### config.mk
export PLATFORM = sky130hd
export DESIGN_NAME = cache_req_ctrl
export DESIGN_NICKNAME = d
export VERILOG_FILES = /design/src/rtl/cache_req_ctrl.sv
export SDC_FILE = /design/constraint.sdc
export NUM_CORES = 1
export LEC_CHECK = 0
export CELL_PAD_IN_SITES_DETAIL_PLACEMENT = 0
export CELL_PAD_IN_SITES_GLOBAL_PLACEMENT = 1
export CORE_MARGIN = 2
export CORE_UTILIZATION = 30
export DETAILED_ROUTE_END_ITERATION = 10
export PLACE_DENSITY_LB_ADDON = 0.2
export SLEW_MARGIN = 20
export SYNTH_ARGS = -nofsm -noshare
export SYNTH_HDL_FRONTEND = slang
export SYNTH_SLANG_ARGS = --single-unit
### constraint.sdc
create_clock -name clk -period 3 [get_ports clk]
set_input_delay 0.6 -clock clk [delete_from_list [all_inputs] [get_ports clk]]
set_output_delay 0.6 -clock clk [all_outputs]
set_load 0.01 [all_outputs]
### src/rtl/cache_req_ctrl.sv
// Purpose: GET/PUT request sequencer in front of the cache memory block; optional stats counters under CACHE_CTRL_STATS_EN.
// Latency: accept to rsp_valid is 1 cycle (illegal op), 2 cycles (GET/DUP/FULL), 3 cycles (PUT OK).
// Backpressure: one request in flight; req_ready only in IDLE, response held until rsp_ready.
module cache_req_ctrl #(
    parameter int NUM_ENTRIES = 16,
    parameter int KEY_WIDTH   = 16,
    parameter int VALUE_WIDTH = 64
) (
    input  logic                               clk,
    input  logic                               rst,
    input  logic                               req_valid,
    output logic                               req_ready,
    input  logic [1:0]                         req_op,
    input  logic [KEY_WIDTH-1:0]               req_key,
    input  logic [VALUE_WIDTH-1:0]             req_value,
    output logic                               rsp_valid,
    input  logic                               rsp_ready,
    output logic [1:0]                         rsp_status,
    output logic [VALUE_WIDTH-1:0]             rsp_value,
    output logic [1:0]                         mem_op,
    output logic [KEY_WIDTH-1:0]               mem_key,
    output logic [VALUE_WIDTH-1:0]             mem_value,
    input  logic [VALUE_WIDTH-1:0]             mem_value_out,
    input  logic                               mem_hit,
    output logic [$clog2(NUM_ENTRIES+1)-1:0]   occupancy
`ifdef CACHE_CTRL_STATS_EN
    ,
    output logic [31:0]                        stat_hits,
    output logic [31:0]                        stat_misses,
    output logic [31:0]                        stat_puts
`endif
);

    localparam int OCC_W = $clog2(NUM_ENTRIES + 1);
    localparam logic [OCC_W-1:0] OCC_FULL = OCC_W'(NUM_ENTRIES);

    localparam logic [1:0] IDLE   = 2'd0;
    localparam logic [1:0] LOOKUP = 2'd1;
    localparam logic [1:0] WRITE  = 2'd2;
    localparam logic [1:0] RESP   = 2'd3;

    localparam logic [1:0] OP_GET = 2'b01;
    localparam logic [1:0] OP_PUT = 2'b10;

    localparam logic [1:0] ST_OK   = 2'd0;
    localparam logic [1:0] ST_MISS = 2'd1;
    localparam logic [1:0] ST_FULL = 2'd2;
    localparam logic [1:0] ST_DUP  = 2'd3;

    logic [1:0]             state;
    logic [1:0]             op_q;
    logic [KEY_WIDTH-1:0]   key_q;
    logic [VALUE_WIDTH-1:0] val_q;

    assign req_ready = (state == IDLE);
    assign rsp_valid = (state == RESP);
    assign mem_key   = key_q;
    assign mem_value = val_q;

    // Write strobe lasts exactly one cycle: the memory block fills a new cell on every PUT cycle.
    always_comb begin
        mem_op = 2'b00;
        if (state == LOOKUP)
            mem_op = OP_GET;
        else if (state == WRITE)
            mem_op = OP_PUT;
    end

    always_ff @(posedge clk) begin
        if (rst) begin
            state      <= IDLE;
            op_q       <= 2'b00;
            key_q      <= '0;
            val_q      <= '0;
            rsp_status <= ST_OK;
            rsp_value  <= '0;
            occupancy  <= '0;
        end else begin
            case (state)
                IDLE: begin
                    if (req_valid && req_ready) begin
                        op_q  <= req_op;
                        key_q <= req_key;
                        val_q <= req_value;
                        if (req_op == OP_GET || req_op == OP_PUT) begin
                            state <= LOOKUP;
                        end else begin
                            rsp_status <= ST_MISS;
                            rsp_value  <= '0;
                            state      <= RESP;
                        end
                    end
                end
                LOOKUP: begin
                    if (op_q == OP_GET) begin
                        rsp_status <= mem_hit ? ST_OK : ST_MISS;
                        rsp_value  <= mem_hit ? mem_value_out : '0;
                        state      <= RESP;
                    end else if (mem_hit) begin
                        // An existing key wins over a full table so callers learn the key is present.
                        rsp_status <= ST_DUP;
                        rsp_value  <= '0;
                        state      <= RESP;
                    end else if (occupancy == OCC_FULL) begin
                        rsp_status <= ST_FULL;
                        rsp_value  <= '0;
                        state      <= RESP;
                    end else begin
                        state <= WRITE;
                    end
                end
                WRITE: begin
                    rsp_status <= ST_OK;
                    rsp_value  <= '0;
                    if (occupancy != OCC_FULL)
                        occupancy <= occupancy + 1'b1;
                    state <= RESP;
                end
                RESP: begin
                    if (rsp_valid && rsp_ready)
                        state <= IDLE;
                end
                default: state <= IDLE;
            endcase
        end
    end

`ifdef CACHE_CTRL_STATS_EN
    always_ff @(posedge clk) begin
        if (rst) begin
            stat_hits   <= '0;
            stat_misses <= '0;
            stat_puts   <= '0;
        end else begin
            if (state == LOOKUP && op_q == OP_GET && mem_hit && stat_hits != 32'hFFFF_FFFF)
                stat_hits <= stat_hits + 32'd1;
            if (state == LOOKUP && op_q == OP_GET && !mem_hit && stat_misses != 32'hFFFF_FFFF)
                stat_misses <= stat_misses + 32'd1;
            if (state == WRITE && stat_puts != 32'hFFFF_FFFF)
                stat_puts <= stat_puts + 32'd1;
        end
    end
`endif

endmodule

Word level (Yosys, flattened, before mapping). Cells that the tools add are included.

Flip-flop bits (word level): 155. Bits of input ports: 151. Output and inout bits: 155.

Add/subtract/negate cells: 1. Equal/unequal tests: 12. Mux-type cells: 23. Reduce and logical (&&, ||, !) cells: 9.

Operators by type and width (count): $mux 64 (6); $pmux 64 s3 (1); $mux 2 (10); $pmux 2 s4 (1); $eq 2x1->1 const B (3); $eq 2x2->1 const B (3); $pmux 2 s3 (1); $reduce_and 2->1 (3); $add 5x1->5 const B (1); $eq 5x5->1 const B (1); $ne 5x5->1 const B (1); $mux 1 (4); $ne 2x1->1 const B (2); $ne 4x2->1 const B (1); $reduce_and 4->1 (1); $reduce_bool 3->1 (1); $logic_and 1x1->1 (2); $logic_not 2->1 (1); $ne 2x2->1 const B (1); $logic_or 1x1->1 (1).

Logic depth before layout (Yosys ltp).
Depth after elaboration: 5. Gate-level depth with buffers: 8. Depth with buffers taken out: 6.

Least setup slack after synthesis. Ideal clock, no wire load.

Kind: register to register. Start point: register occupancy[0]. End point: register rsp_status[0]. Arrival time: 1.611 ns. Required time: 2.928 ns. Setup slack: 1.317 ns. Cell stages (with the launch flop): 9. Clock period less this slack: 1.683 ns. Cells stage by stage: dfxtp_1 inv_1 ha_1 nand4bb_4 and3b_1 a21oi_2 buf_6 buf_8 mux2i_1.

Cells in the longest elaborated chain, start to end: 3.

RTL lines: start: declaration (RTL line 25) `output logic [$clog2(NUM_ENTRIES+1)-1:0] occupancy`; start signal: assignment (RTL line 116) `occupancy <= occupancy + 1'b1;`; $eq 5x5->1 (RTL line 104) `end else if (occupancy == OCC_FULL) begin`; $ne 4x2->1 (no line); $reduce_and 4->1 (no line); end signal: assignment (RTL line 96) `rsp_status <= mem_hit ? ST_OK : ST_MISS;`; end: declaration (RTL line 18) `output logic [1:0] rsp_status,`.

Every way passes these cells. A chain may end at the register's enable or synchronous reset.

Worst setup path in the final report.
Start point: register state[0]. End point: output port mem_op[1].

Cells in the longest elaborated chain, start to end: 3. Elaborated cells on any way between the ends: 4.

RTL lines: start: declaration (RTL line 50) `logic [1:0] state;`; start signal: assignment (RTL line 71) `state <= IDLE;`; start signal: assignment (RTL line 86) `state <= LOOKUP;`; start signal: assignment (RTL line 90) `state <= RESP;`; $eq 2x2->1 (RTL line 65) `else if (state == WRITE)`; $mux 2 (RTL line 65); $mux 2 (*) (RTL line 63) `if (state == LOOKUP)`; end: declaration (RTL line 20) `output logic [1:0] mem_op,`.

Mark *: on every way between the ends. The rest lies on a longest branch, timed or not.

==> flow_summary_export.csv <==
group,metric,value,unit
clock_network,clock_latency,0.42,ns
clock_network,htreeDepth,4,
placed_design,place_congestion,0.713,
clock_network,cts_setup_buffers,0,
die,ios,306,
synth,synthArstFlopShare,0,
setup_path,end_kind,"output port",
timing,fin_setup_tns,0,ns
drt,post_drt_via_cell_ratio,4.37,
die,dieWidth,144,um
power,p_leak,3.60,nW
placed_design,post-place-cells,1226,
synth,synthesis.area,5900,um^2
final_layout,instances_no_fill,1258,
setup_path,reg2reg_from,"occupancy[0]$_SDFFE_PP0P_",
run,maxCapViolations,0,
timing,max_freq,407,MHz
clock_network,cts_tree,"done",
synth,ys.flop_type,"dfxtp_1",
timing,setup_viol,0,
clock_network,ctsHoldBuffers,0,
setup_path,path_class,"flip-flop to output port",
drt,antenna_left,0,
drt,finalWirelength,18000,um
timing,hold_viol,0,
drt,drc_errors,0,
timing,period_minus_slack,2.46,ns
setup_path,crit_fanout,7,
hold_path,worstHoldPathCells,2,
timing,slew_headroom,0.528,
synth,ys_seq_elements,155,
grt,grt_max_degree,67,
die,initial_core_util,0.304,
synth,synth-seq-area-share,0.526,
clock_network,cts-buffers-inserted,17,
synth,synth_cell_type_count,31,
die,rows,51,
timing,tightest_slew,0.708,ns
die,dieArea,20800,um^2
placed_design,port-buffer-count,305,
synth,syn_nets,854,
drt,first_pass_iters,4,
clock_network,clk_pin_slew,0.06,ns
hold_path,min_path_type,"flip-flop to flip-flop",
setup_path,rrSetupSlack,1.05,ns
final_layout,syn_to_final_growth,65.7,%
clock_network,root_buffer,"clkbuf_16",
timing,fin_skew,0.0109,ns
synth,avgSynthCellArea,8.48,um^2
grt,gr-total-overflow,0,
setup_path,critPathLaunchType,"flip-flop",
hold_path,whs_endpoint,"op_q[1]$_SDFFE_PP0P_",
die,core,19400,um^2
grt,grt_pass1_wl,27200,um
setup_path,cp_data_arrival_time,1.86,ns
grt,grtUsageTotal,0.167,
synth,synthCells,696,
grt,grt_pass1_vias,5172,
power,finalPower,0.00713,W
hold_path,hp-start,"op_q[1]$_SDFFE_PP0P_",
setup_path,reg2reg_depth,7,
final_layout,finalNetCount,1138,
drt,drt-initial-drc-count,200,
synth,yosys_warnings,0,
clock_network,clkSinkCount,155,
final_layout,drive_gt1_frac,0.0453,
drt,vias,5498,
setup_path,r2r_end,"rsp_value[26]$_SDFFE_PP0P_",
timing,rsz0062_at_grt,"false",
drt,drt-wirelength-per-cell,14.3,um
placed_design,dpl.hpwl,12200,um
die,chipHeight,144,um
grt,antenna_found_initial,0,
final_layout,diodes,0,
clock_network,cts_max_path_buffers,2,
synth,synth-edff-count,0,
setup_path,cp_data_required_time,2.40,ns
timing,drv_slew,0,
final_layout,fillers,1944,
timing,period_share,0.820,
status,status,"complete, no violations",
power,peakVddDrop,0.580,mV
power,powerDensity,730,nW/um^2
clock_network,cts-resized-gates,0,
[metrics by stage]
stage | hold WS, ns | instance area, um^2 | util | setup WS, ns
2_1_floorplan | 0.431 | 5900 | - | 1.32
3_3_place_gp | 0.440 | 9170 | 0.473 | 0.467
3_5_place_dp | 0.443 | 9170 | 0.473 | 0.420
4_1_cts | 0.452 | 9780 | 0.504 | 0.498
5_1_grt | 0.471 | 9780 | 0.504 | 0.404
6_report | 0.451 | 9780 | 0.504 | 0.540
[worst max-delay path by stage]
| stage | start | end | slack, ns | depth (start not counted) |
|---|---|---|---|---|
| 2_1_floorplan | occupancy[0]$_SDFFE_PP0P_ | rsp_status[0]$_SDFFE_PP0P_ | 1.32 | 8 |
| 3_3_place_gp | req_op[1] | rsp_value[30]$_SDFFE_PP0P_ | 0.47 | 6 |
| 3_5_place_dp | req_op[1] | rsp_value[26]$_SDFFE_PP0P_ | 0.42 | 6 |
| 4_1_cts | state[0]$_SDFFE_PP0P_ | mem_op[1] | 0.50 | 3 |
| 5_1_grt | state[0]$_SDFFE_PP0P_ | mem_op[1] | 0.40 | 3 |
| 6_report | state[0]$_SDFFE_PP0P_ | mem_op[1] | 0.54 | 3 |
[layout by cell type, fill, tap and decap left out, types with 4 or more instances in the layout]
master           Yosys  layout
clkdlybuf4s50_1      0     304
clkbuf_16            0      17
nor2_1               5       5
clkinvlp_4           0       4
a21oi_1             86      86
inv_1                8       7
nand2_1            297     296
ha_1                 7       7
mux2i_1             65      65
buf_12               0       5
dfxtp_1            155     155
[flip-flops by register name, summed over array words and instances (netlist names)]
name / cells
op_q: 2
occupancy: 5
rsp_value: 64
mem_key: 16
rsp_status: 2
state: 2
mem_value: 64
[logic make-up (layout without fill, tap and decap cells)]
group / after synthesis / in the layout / synth area share
and+or+nand+nor: 314 / 314 / 0.210
adders and majority gates: 7 / 7 / 0.0148
buffers and inverters: 55 / 352 / 0.0462
DFF: 155 / 155 / 0.526
AOI/OAI and AO/OA: 93 / 93 / 0.0818
xor gates and xnor gates: 6 / 6 / 0.00891
muxes: 66 / 66 / 0.112
[per-layer routing]
layer	vias up	wire, um	global-route usage
met2	201	7680	0.253
met3	19	2150	0.0884
li1	2810	-	-
met5	-	0	0
met4	0	278	0.0588
met1	2468	7910	0.202
[cell usage after synthesis, types with 2 or more instances]
library cell | count | area [um^2]
nand2_1 | 297 | 1110
dfxtp_1 | 155 | 3100
a21oi_1 | 86 | 430
mux2i_1 | 65 | 651
clkbuf_1 | 30 | 113
inv_1 | 8 | 30.0
ha_1 | 7 | 87.6
buf_1 | 5 | 18.8
buf_2 | 5 | 25.0
nor2_1 | 5 | 18.8
buf_8 | 4 | 60.1
xnor2_1 | 3 | 26.3
xor2_1 | 3 | 26.3
a211oi_1 | 2 | 15.0
and2_1 | 2 | 12.5
buf_4 | 2 | 15.0
nand3_1 | 2 | 10.0
nand4_1 | 2 | 12.5
[critical path: stages (launching register included)]
cell and delay, ns:
dfxtp_1 0.33, inv_1 0.16, ha_1 0.33, clkdlybuf4s50_1 0.63
[layout make-up]
class,instances,area [um^2],share of cell area
inverter,8,30.0,0.00307
clock buffer,20,447,0.0457
clock inverter,12,164,0.0168
timing repair buffer,312,3170,0.324
sequential,155,3100,0.317
tap,265,332,0.0339
multi-input combinational,486,2540,0.259
[report_power, final]
part	total, W	internal (W)	switching (W)
registers	0.00244	0.00231	0.000131
clock network	0.00224	0.00134	0.000897
logic	0.00245	0.00119	0.00126
total	0.00713	0.00484	0.00229
(Power assumes the default switching activity.)
